**config.mk**
```make
export PLATFORM = sky130hd
export DESIGN_NAME = iob_vexriscv_bus_arb
export DESIGN_NICKNAME = d
export VERILOG_FILES = /design/src/rtl/iob_vexriscv_bus_arb_pkg.sv /design/src/rtl/iob_vexriscv_bus_arb_grant.sv /design/src/rtl/iob_vexriscv_bus_arb.sv
export SDC_FILE = /design/constraint.sdc
export NUM_CORES = 1
export LEC_CHECK = 0
export BUFFER_PORTS_ARGS = -buffer_cell sky130_fd_sc_hd__buf_2
export CORE_AREA = 2 2 121 123
export CTS_BUF_LIST = sky130_fd_sc_hd__clkbuf_8
export CTS_CLUSTER_SIZE = 12
export DETAILED_ROUTE_END_ITERATION = 8
export DIE_AREA = 0 0 123 125
export GPL_TIMING_DRIVEN = 0
export PLACE_DENSITY = 0.46
export SLEW_MARGIN = 20
export SYNTH_ARGS = -nofsm -noshare
export SYNTH_HDL_FRONTEND = slang
export SYNTH_SLANG_ARGS = --single-unit
```
**constraint.sdc**
```tcl
create_clock -name clk_i -period 3.5 [get_ports clk_i]
set_clock_uncertainty 0.2 [all_clocks]
set_input_delay 0 -clock clk_i [delete_from_list [all_inputs] [get_ports clk_i]]
set_output_delay 0 -clock clk_i [all_outputs]
set_load 0.05 [all_outputs]
```
**src/rtl/iob_vexriscv_bus_arb_pkg.sv**
```systemverilog
// rtl/iob_vexriscv_bus_arb_pkg.sv - shared types and field positions for the VexRiscv bus arbiter
//
// Purpose: FSM state encoding, master ids and IOb response bit positions used by
//          iob_vexriscv_bus_arb and its grant sub-module.
//          Request layout  : {valid, addr[ADDR_W], wdata[DATA_W], wstrb[DATA_W/8]}
//          Response layout : {rdata[DATA_W], rvalid, ready}
// Ports:   none (package)

package iob_vexriscv_bus_arb_pkg;

   typedef enum logic [1:0] {
      ST_IDLE    = 2'd0,
      ST_REQ     = 2'd1,
      ST_WAIT_RD = 2'd2
   } arb_state_e;

   localparam logic M_IBUS = 1'b0;
   localparam logic M_DBUS = 1'b1;

   localparam int RSP_READY_BIT  = 0;
   localparam int RSP_RVALID_BIT = 1;
   localparam int RSP_RDATA_LSB  = 2;

endpackage

```
**src/rtl/iob_vexriscv_bus_arb_grant.sv**
```systemverilog
// rtl/iob_vexriscv_bus_arb_grant.sv - combinational two-master grant selection
//
// Purpose: picks which master wins when the arbiter is idle.
//          IOB_BUS_ARB_RR_EN defined : on conflict grant the master that did not finish last.
//          IOB_BUS_ARB_RR_EN undefined: on conflict the dbus master (m1) always wins.
//          A lone requester is granted in both modes.
// Ports:   req_i[1:0]  in   {dbus valid, ibus valid}
//          last_i      in   master id of the last completed transaction
//          gnt_o       out  granted master id (only meaningful when req_i != 0)

module iob_vexriscv_bus_arb_grant
   import iob_vexriscv_bus_arb_pkg::*;
(
   input  logic [1:0] req_i,
   input  logic       last_i,
   output logic       gnt_o
);

   always_comb begin
      gnt_o = M_IBUS;
      case (req_i)
         2'b01:   gnt_o = M_IBUS;
         2'b10:   gnt_o = M_DBUS;
`ifdef IOB_BUS_ARB_RR_EN
         2'b11:   gnt_o = ~last_i;
`else
         2'b11:   gnt_o = M_DBUS;
`endif
         default: gnt_o = M_IBUS;
      endcase
   end

`ifndef IOB_BUS_ARB_RR_EN
   // Fixed priority never looks at history.
   logic unused_last;
   assign unused_last = last_i;
`endif

endmodule

```
**src/rtl/iob_vexriscv_bus_arb.sv**
```systemverilog
// rtl/iob_vexriscv_bus_arb.sv - merges VexRiscv ibus and dbus onto one IOb native port
//
// Purpose: one outstanding transaction at a time. IDLE registers a grant, REQ passes the
//          granted request through to memory, WAIT_RD waits for read data and returns it to
//          the master that issued the read. Conflict policy lives in the grant sub-module and
//          is selected by the IOB_BUS_ARB_RR_EN macro (round-robin when defined, dbus
//          priority otherwise).
// Ports:   clk_i         in   clock
//          rst_i         in   synchronous active-low reset
//          ibus_req_i    in   REQ_W  {valid,addr,wdata,wstrb} from ibus master (m0)
//          ibus_resp_o   out  RESP_W {rdata,rvalid,ready} to m0
//          dbus_req_i    in   REQ_W  {valid,addr,wdata,wstrb} from dbus master (m1)
//          dbus_resp_o   out  RESP_W {rdata,rvalid,ready} to m1
//          mem_req_o     out  REQ_W  merged request to the interconnect
//          mem_resp_i    in   RESP_W {rdata,rvalid,ready} from the interconnect
//          busy_o        out  high whenever the FSM is not IDLE

module iob_vexriscv_bus_arb
   import iob_vexriscv_bus_arb_pkg::*;
#(
   parameter  int ADDR_W = 32,
   parameter  int DATA_W = 32,
   localparam int REQ_W  = 1 + ADDR_W + DATA_W + DATA_W / 8,
   localparam int RESP_W = DATA_W + 2
) (
   input  logic              clk_i,
   input  logic              rst_i,
   input  logic [REQ_W-1:0]  ibus_req_i,
   output logic [RESP_W-1:0] ibus_resp_o,
   input  logic [REQ_W-1:0]  dbus_req_i,
   output logic [RESP_W-1:0] dbus_resp_o,
   output logic [REQ_W-1:0]  mem_req_o,
   input  logic [RESP_W-1:0] mem_resp_i,
   output logic              busy_o
);

   localparam int STRB_W = DATA_W / 8;

   arb_state_e        state_q, state_d;
   logic              grant_q, grant_d;
   logic              last_q,  last_d;

   logic [1:0]        req_vec;
   logic              gnt_sel;
   logic [REQ_W-1:0]  gnt_req;
   logic              gnt_valid;
   logic              gnt_is_write;
   logic              mem_ready;
   logic              mem_rvalid;
   logic [DATA_W-1:0] mem_rdata;
   logic [RESP_W-1:0] resp_sel;

   assign req_vec      = {dbus_req_i[REQ_W-1], ibus_req_i[REQ_W-1]};
   assign gnt_req      = (grant_q == M_DBUS) ? dbus_req_i : ibus_req_i;
   assign gnt_valid    = gnt_req[REQ_W-1];
   assign gnt_is_write = |gnt_req[STRB_W-1:0];
   assign mem_ready    = mem_resp_i[RSP_READY_BIT];
   assign mem_rvalid   = mem_resp_i[RSP_RVALID_BIT];
   assign mem_rdata    = mem_resp_i[RESP_W-1:RSP_RDATA_LSB];

   iob_vexriscv_bus_arb_grant u_grant (
      .req_i  (req_vec),
      .last_i (last_q),
      .gnt_o  (gnt_sel)
   );

   always_comb begin
      state_d = state_q;
      grant_d = grant_q;
      last_d  = last_q;
      case (state_q)
         ST_IDLE: begin
            if (|req_vec) begin
               grant_d = gnt_sel;
               state_d = ST_REQ;
            end
         end
         ST_REQ: begin
            // A master dropping valid before ready is a protocol error; recover to IDLE.
            if (!gnt_valid) begin
               state_d = ST_IDLE;
            end else if (mem_ready) begin
               last_d  = grant_q;
               state_d = gnt_is_write ? ST_IDLE : ST_WAIT_RD;
            end
         end
         ST_WAIT_RD: begin
            if (mem_rvalid) begin
               state_d = ST_IDLE;
            end
         end
         default: state_d = ST_IDLE;
      endcase
   end

   always_ff @(posedge clk_i) begin
      if (!rst_i) begin
         state_q <= ST_IDLE;
         grant_q <= M_IBUS;
         last_q  <= M_IBUS;
      end else begin
         state_q <= state_d;
         grant_q <= grant_d;
         last_q  <= last_d;
      end
   end

   // Outputs are forced to zero while reset is asserted so nothing leaks out of a
   // transaction that reset is abandoning, even before the reset edge lands.
   always_comb begin
      mem_req_o   = '0;
      ibus_resp_o = '0;
      dbus_resp_o = '0;
      resp_sel    = '0;
      if (rst_i) begin
         case (state_q)
            ST_REQ: begin
               mem_req_o = gnt_req;
               resp_sel  = {{DATA_W{1'b0}}, 1'b0, mem_ready};
            end
            ST_WAIT_RD: begin
               if (mem_rvalid) begin
                  resp_sel = {mem_rdata, 1'b1, 1'b0};
               end
            end
            default: resp_sel = '0;
         endcase
      end
      if (grant_q == M_DBUS) begin
         dbus_resp_o = resp_sel;
      end else begin
         ibus_resp_o = resp_sel;
      end
   end

   assign busy_o = rst_i && (state_q != ST_IDLE);

`ifndef SYNTHESIS
   // The granted master must keep valid asserted until it has been given ready.
   a_hold_valid: assert property (@(posedge clk_i) disable iff (!rst_i)
      (state_q == ST_REQ) |-> gnt_valid);
`endif

endmodule
```
======== Word-level counts from Yosys, hierarchy flattened ========
Index checks and enable logic that the tools add are counted.
operators by class
  add/subtract/negate cells ............... 0
  multiply operators ...................... 0
  divide/modulo/power cells ............... 0
  order comparisons ....................... 0
  equality and inequality tests ........... 7
  shifts and indexed selects .............. 0
  multiplexer cells ....................... 15
  bitwise logic cells ..................... 0
  reduce and logical (&&, ||, !) cells .... 8
operators with widths
  operator              number
  $mux W69              3
  $mux W34              4
  $pmux W34 S2          1
  $mux W2               5
  $eq A2 B2 Y1 const B  3
  $pmux W2 S3           1
  $ne A2 B2 Y1 const B  2
  $reduce_or A2 Y1      2
  $reduce_or A4 Y1      1
  $ne A3 B3 Y1 const B  1
  $reduce_and A3 Y1     1
  $eq A2 B1 Y1 const B  1
  $logic_not A2 Y1      1
  $reduce_and A2 Y1     1
  $reduce_bool A2 Y1    1
  $logic_and A1 B1 Y1   1
  $mux W1               1
storage, ports and cells
  bits in registers ....................... 3
  bits in latches ......................... 0
  memory bits (writable) .................. 0
  bits in read-only memories .............. 0
  bits of input ports ..................... 174
  output and inout port bits .............. 138
  word-level logic and storage cells ...... 32
  memories kept ........................... 0

======== Depth between registers and ports, before layout ========
Gate-level depths: netlist (run 1).
  word-level depth ........................ 6
  depth in mapped cells ................... 6
  gate-level depth less buffers ........... 5

======== Cells and area by module ========
From an unflattened synthesis (run 1), not the netlist that was laid out.
second synthesis, totals
  cells, all modules ...................... 265
  area total of the unflattened synthesis .. 1780.5 sq um
by module, submodules not included
  module                      times used  cells each  area each (sq um)  seq. area each (sq um)
  iob_vexriscv_bus_arb        1           264         1776.7             80.1
  iob_vexriscv_bus_arb_grant  1           1           3.8                0.0

======== Worst setup path before layout (run 1) ========
No wires, ideal clock.
  kind .................................... reg-to-output
  start ................................... register state_q[0]
  end ..................................... output port ibus_resp_o[24]
  data arrival time ....................... 1.773 ns
  required time ........................... 3.300 ns
  path slack .............................. 1.527 ns
  cell stages (with the launch flop) ...... 7
  path buffers ............................ 1
  path through ............................ dfxtp_1 inv_1 ha_1 nand4_1 nor2_1 buf_2 and2_1
between the ends
  cells in the longest elaborated chain, start to end .. 4
  elaborated cells on any way between the ends .. 5
  those cells by class .................... eq/ne: 2; mux: 3
RTL lines
  element                                              line                         RTL
  start: declaration                                   iob_vexriscv_bus_arb.sv:39   arb_state_e state_q, state_d;
  start signal: assignment                             iob_vexriscv_bus_arb.sv:102  state_q <= state_d;
  $eq A2 B2 Y1 / $eq A2 B1 Y1 (equally long branches)  --
  $pmux W34 S2 (*)                                     iob_vexriscv_bus_arb.sv:116  case (state_q)
  $mux W34 (*)                                         iob_vexriscv_bus_arb.sv:115  if (rst_i) begin
  $mux W34 (*)                                         iob_vexriscv_bus_arb.sv:129  if (grant_q == M_DBUS) begin
  end: declaration                                     iob_vexriscv_bus_arb.sv:29   output logic [RESP_W-1:0] ibus_resp_o,
Every way passes the cells marked *; elsewhere a longest branch is shown, timed or not.

======== Worst setup path after layout (run 1) ========
  start ................................... register state_q[1]
  end ..................................... output port dbus_resp_o[20]
between the ends
  cells in the longest elaborated chain, start to end .. 4
  elaborated cells on any way between the ends .. 5
  those cells by class .................... eq/ne: 2; mux: 3
RTL lines
  element                                              line                         RTL
  $eq A2 B2 Y1 / $eq A2 B1 Y1 (equally long branches)  --
  $pmux W34 S2 (*)                                     iob_vexriscv_bus_arb.sv:116
  $mux W34 (*)                                         iob_vexriscv_bus_arb.sv:115
  $mux W34 (*)                                         iob_vexriscv_bus_arb.sv:129
  end: declaration                                     iob_vexriscv_bus_arb.sv:31   output logic [RESP_W-1:0] dbus_resp_o,
Marks and branches as above.

==> flow_metrics.py, run 1 <==
metrics = {
    "global_routing": {
        "use_met2_pct": 22.36,
        "antenna_found_initial": 1,
        "grt-busiest-layer": "met2",
        "met1_usage_pct": 10.09,
        "track_usage_pct": 10.52,
        "grt_max_degree": 11,
        "grt_pass1_wl_mm": 12.80,
        "grt_use_met3_pct": 2.874,
        "gr-total-overflow": 0,
        "grt_pass1_vias": 2677,
    },
    "cells_and_area": {
        "insertedDiodeCount": 0,
        "final_nets": 753,
        "drive_gt1_share_pct": 56.70,
        "nFillCells": 1626,
        "syn2layout_area_growth_pct": 108.6,
    },
    "synth": {
        "yosysWarnings": 0,
        "synth_top_area_cell": "mux2i_1",
        "synthFlopType": "dfxtp_1",
        "yosysMostFrequentCell": "nor2_1",
        "synth_fp_nets": 435,
        "avgSynthCellArea_um2": 6.629,
        "synthArstFlopShare_pct": 0,
        "synth_edf_count": 0,
        "ys_seq_area_share_pct": 3.511,
        "synth_area_leaders": "mux2i_1 (42%), and2_1 (23%), nor2_1 (16%)",
        "ys_types": 20,
        "ys_ff_latch": 3,
        "syn_inst": 258,
        "netlist_area_um2": 1710,
        "synthTopCellsByCount": "nor2_1 (73), mux2i_1 (71), and2_1 (64)",
        "netlist.area_leader.share_pct": 41.55,
    },
    "route": {
        "drtPass1Iterations": 4,
        "drtAntennaViolNets": 0,
        "dr_total_vias": 2893,
        "drt-total-wl_mm": 9.204,
        "remaining_drc_errors": 0,
        "wl_per_cell_um": 12.13,
        "vias_per_cell": 3.812,
        "first_iter_violations": 45,
    },
    "floorplanning": {
        "initial_core_util_pct": 12.04,
        "die_h_um": 125,
        "io_pins": 312,
        "placementRows": 44,
        "die_x_um": 123,
        "coreArea_um2": 14200,
        "die_area_um2": 15380,
    },
    "power": {
        "pwr_density_cell_nw_per_um2": 194.9,
        "p_leak_nw": 2.198,
        "power.switching_uw": 385.1,
        "p_clk_share_pct": 13.9,
        "ir_worst_vdd_v": 0.0001119,
        "internal-power_uw": 310.1,
        "seqPwrFrac_pct": 5.8,
        "switching_share_pct": 55.39,
        "combPwrFrac_pct": 80.3,
    },
    "clock_network": {
        "cts_buffer_depth": 2,
        "cts_tree": "built",
        "cts_num_sinks": 3,
        "numCtsBuffers": 3,
        "h-tree-depth": 1,
        "cts_setup_buffers": 0,
        "cts_resized": 0,
        "clk_pin_slew_ns": 0.03,
        "cts_root_buf": "clkbuf_8",
        "insertion_delay_ns": 0.21,
    },
    "timing": {
        "tightest_slew_ns": 0.4245,
        "finalSetupViolCount": 0,
        "timing.final.crit_share_pct": 69.88,
        "clock.fmax_mhz": 408.8,
        "relSlewSlack_pct": 71.70,
        "fin_setup_tns_ns": 0,
        "rsz0062_at_grt": "false",
        "final_max_slew_viol_count": 0,
        "period_minus_slack_ns": 2.446,
        "holdWs_ns": 0.01252,
        "hold_violations": 0,
    },
    "setup_path": {
        "crit_chain": "inv_1, ha_1, nand4_1, nor2_1, clkbuf_1, and2_1, buf_2",
        "path_class": "register to output port",
        "max_stage_delay_ns": 0.39,
        "crit_path_top_delay_cell": "clkbuf_1",
        "worstPathMaxFanout": 10,
        "end_kind": "output port",
        "startpoint_type": "register",
        "cp.required_ns": 3.30,
        "cp_data_arrival_time_ns": 2.25,
    },
    "placement": {
        "gp_congestion": 0.7640,
        "port_buffers": 310,
        "detailed_place_hpwl_mm": 8.121,
    },
    "worst_hold_path": {
        "hold_class": "input pin to register",
    },
    "status": {
        "status": "complete, no violations",
    },
    "job": {
        "max_cap_viol_count": 0,
    },
}
-- per-stage QoR --
step           util (%)  power (mW)  instance area, um^2  setup WS [ns]  cells
3_3_place_gp      24.59      0.5992                 3492          1.197    752
3_5_place_dp      24.59      0.5992                 3492          1.190    752
4_1_cts           25.11      0.7046                 3567         0.9547    759
2_1_floorplan         -      0.4115                 1710          1.527    258
5_1_grt           25.11      0.7444                 3567         0.8079    759
6_report          25.11      0.6952                 3567          1.054    759
-- flip-flops by register name, summed over array words and instances, names as in the netlist --
| register | cells |
|---|---|
| grant_q | 1 |
| state_q | 2 |
-- power groups by stage --
stage / sequential (mW) / clock [mW] / combinational, mW
final: 0.0404 / 0.0966 / 0.558
after global routing: 0.0410 / 0.104 / 0.599
after CTS: 0.0406 / 0.0994 / 0.565
after detailed placement: 0.0409 / 0 / 0.558
after global placement: 0.0412 / 0 / 0.558
after floorplan: 0.0402 / 0 / 0.371
-- logic make-up (layout without fill, tap and decap cells) --
family                   after synthesis  in the layout  share of synthesized area (%)
AND/OR/NAND/NOR                      152            152                          44.55
multiplexers                          71             71                          41.55
buffers and inverters                 26            343                          6.584
adder cells (fa/ha/maj)                3              3                          2.195
AO/OA/AOI/OAI                          3              3                          1.610
flip-flops                             3              3                          3.511
-- final timing paths --
| check | start | end | slack [ns] | cells past startpoint |
|---|---|---|---|---|
| setup reg to reg | grant_q | grant_q | 1.49 | 5 |
| hold / removal | dbus_req_i[3] | state_q[1] | 0.01 | 4 |
| setup / recovery | state_q[1] | dbus_resp_o[20] | 1.05 | 7 |
| hold reg to reg | state_q[0] | state_q[0] | 0.28 | 2 |
-- layout make-up --
type                       instances  area [um^2]  share of cell area (%)
multi-input combinational        229         1538                   43.11
sequential                         3        60.06                   1.684
tap                              184        230.2                   6.454
clock inverter                     1        3.754                  0.1052
inverter                           4        15.01                  0.4209
buffer                            22        97.59                   2.736
clock buffer                       3        41.29                   1.157
timing repair buffer             313         1582                   44.34
-- routing by layer --
layer	part of all wire, %	vias to the layer above
li1	-	1479
met2	53	180
met3	11	4
met5	0.14	-
met1	36	1228
met4	0.29	2
-- critical path: cells and delay by family, from the launching register on --
| family | cells | cell delay [ns] |
|---|---|---|
| and+or+nand+nor | 3 | 0.69 |
| buffers and inverters | 3 | 0.72 |
| DFF | 1 | 0.34 |
| adders and majority gates | 1 | 0.27 |
-- cells in the final DEF, fill, tap and decap left out, types with 2 or more instances in the layout --
| cell | n |
|---|---|
| or4_1 | 2 |
| clkbuf_1 | 10 |
| inv_1 | 5 |
| mux2i_1 | 71 |
| nand2_1 | 5 |
| buf_2 | 322 |
| and2_1 | 64 |
| ha_1 | 3 |
| nor2_1 | 73 |
| nor2b_1 | 2 |
| clkbuf_8 | 3 |
| dfxtp_1 | 3 |
| dlygate4sd3_1 | 3 |
-- timing repair --
item / in CTS / in global routing
hold endpoints to repair: 3 / 0
hold buffers: 3 / 0
setup endpoints to repair: 0 / 0
Power figures use the tool's default switching activity.
==> run 2, diff against run 1 <==
Settings changed: CORE_AREA 2 2 121 123 to 2 2 120 122, DIE_AREA 0 0 123 125 to 0 0 122 124.
Clock period 3.5 ns to 2.5 ns, I/O delays scaled along.
==> flow_metrics.py, run 2 (same netlist as run 1, synthesis figures left out) <==
metrics = {
    "status": {
        "status": "complete, no violations",
    },
    "setup_path": {
        "crit_start": "state_q[1]",
        "crit_path_top_delay_cell": "dfxtp_1",
        "cp.buffers_inverters": 3,
        "r2r-start": "grant_q",
        "worstPathMaxFanout": 10,
        "rrSetupSlack_ns": 0.48,
        "worstRegToRegCells": 5,
        "cp.required_ns": 2.30,
        "max_stage_delay_ns": 0.35,
        "end_kind": "output port",
        "path_class": "register to output port",
        "cp_data_arrival_time_ns": 2.06,
        "r2r_end": "grant_q",
        "startpoint_type": "register",
        "cp_top_family": "buffers and inverters",
        "crit_chain": "inv_1, ha_1, nand4_1, nor2_2, clkbuf_1, and2_1, buf_2",
    },
    "placement": {
        "dp_cells": 748,
        "gp_congestion": 0.8125,
        "place_ws_ns": 0.3041,
        "port_buffers": 310,
        "detailed_place_hpwl_mm": 8.494,
    },
    "timing": {
        "fin_setup_tns_ns": 0,
        "holdWs_ns": 0.02866,
        "tightest_slew_ns": 0.4638,
        "clock.fmax_mhz": 441.6,
        "timing.final.crit_share_pct": 90.58,
        "finalSetupViolCount": 0,
        "rsz0062_at_grt": "false",
        "period_minus_slack_ns": 2.265,
        "final_max_slew_viol_count": 0,
        "setup_ws_ns": 0.2354,
        "hold_violations": 0,
        "relSlewSlack_pct": 69.08,
    },
    "cells_and_area": {
        "largestRegisters": "state_q (2), grant_q (1)",
        "largest_reg_flops": 2,
        "fin_util_pct": 26.04,
        "syn2layout_area_growth_pct": 108.9,
        "final_nets": 753,
        "nFillCells": 1579,
        "regMostFlops": "state_q",
        "final_common_cell": "buf_2",
        "final_cell_mix": "buf_2 (322), mux2i_1 (71), nor2_1 (71)",
        "stdcell_count": 756,
        "drive_gt1_share_pct": 57.39,
    },
    "clock_network": {
        "cts_tree": "built",
        "cts_setup_buffers": 0,
        "clk_pin_slew_ns": 0.03,
        "insertion_delay_ns": 0.21,
        "cts_root_buf": "clkbuf_8",
        "cts_num_sinks": 3,
        "numCtsBuffers": 3,
        "h-tree-depth": 1,
        "cts_buffer_depth": 2,
    },
    "route": {
        "first_iter_violations": 44,
        "wl_per_cell_um": 12.62,
        "drtPass1Iterations": 4,
        "drtAntennaViolNets": 0,
        "remaining_drc_errors": 0,
        "drt-total-wl_mm": 9.540,
        "dr_total_vias": 2878,
        "vias_per_cell": 3.807,
    },
    "worst_hold_path": {
        "hold_class": "input pin to register",
        "holdPathEnd": "state_q[1]",
        "min_from": "ibus_req_i[1]",
        "hold_depth": 4,
    },
    "floorplanning": {
        "initial_core_util_pct": 12.47,
        "die_x_um": 122,
        "die_h_um": 124,
        "io_pins": 312,
        "coreArea_um2": 13720,
        "placementRows": 43,
        "die_area_um2": 15130,
    },
    "global_routing": {
        "gr-total-overflow": 0,
        "track_usage_pct": 10.77,
        "antenna_found_initial": 2,
        "grt_pass1_wl_mm": 12.86,
        "grt_max_degree": 11,
        "grt_pass1_vias": 2634,
    },
    "power": {
        "pwr_density_cell_nw_per_um2": 271.5,
        "p_leak_nw": 2.204,
        "ir_worst_vdd_v": 0.0001051,
    },
    "job": {
        "max_cap_viol_count": 0,
    },
}
==> run 2: final cells by class <==
type	instances	area, um^2	area share, %
multi-input cells	229	1543	43.19
clock buffers	3	41.29	1.156
clock inverters	1	3.754	0.1051
well taps	180	225.2	6.305
plain buffers	22	100.1	2.802
inverters	4	15.01	0.4203
flip-flops and latches	3	60.06	1.681
repair buffers	313	1582	44.27
diodes	1	2.502	0.07005
==> run 2: timing repair <==
action                                 4_1_cts  5_1_grt
resized for setup                            0        6
hold buffers                                 3        0
setup endpoints to repair                    0       32
endpoints found under the hold margin        3        0
==> run 2: worst max path at each step <==
stage / end / cells past startpoint
global placement: dbus_resp_o[8] / 7
floorplan: ibus_resp_o[24] / 6
finish: ibus_resp_o[18] / 7
global route: ibus_resp_o[18] / 7
CTS: dbus_resp_o[8] / 7
detailed placement: dbus_resp_o[8] / 7
==> run 2: report_power, final <==
part	switching [mW]	total, mW	internal, mW	leakage (nW)
combinational	0.501	0.778	0.277	2.15
sequential	0.00343	0.0563	0.0529	0.0247
clock	0.0315	0.136	0.104	0.0269
total	0.536	0.970	0.434	2.20
==> run 2: tightest hold or removal path, cell delays in order <==
cell	delay, ns
buf_2	0.08
or4_1	0.11
o32a_1	0.14
mux2i_1	0.06
==> run 2: stage by stage <==
step                total power, mW  area [um^2]
CTS                          0.9828         3562
floorplan                    0.5760         1710
global placement             0.8362         3487
global route                  1.042         3572
detailed placement           0.8357         3487
finish                       0.9700         3572
==> run 2: metal layers <==
| metal | GRT usage, % | wire length [um] | vias to the layer above |
|---|---|---|---|
| met4 | 2.155 | 40 | 2 |
| met3 | 2.244 | 954 | 6 |
| met1 | 10.59 | 3329 | 1211 |
| met2 | 22.77 | 5203 | 177 |
| met5 | 0 | 13 | - |
| li1 | - | - | 1482 |
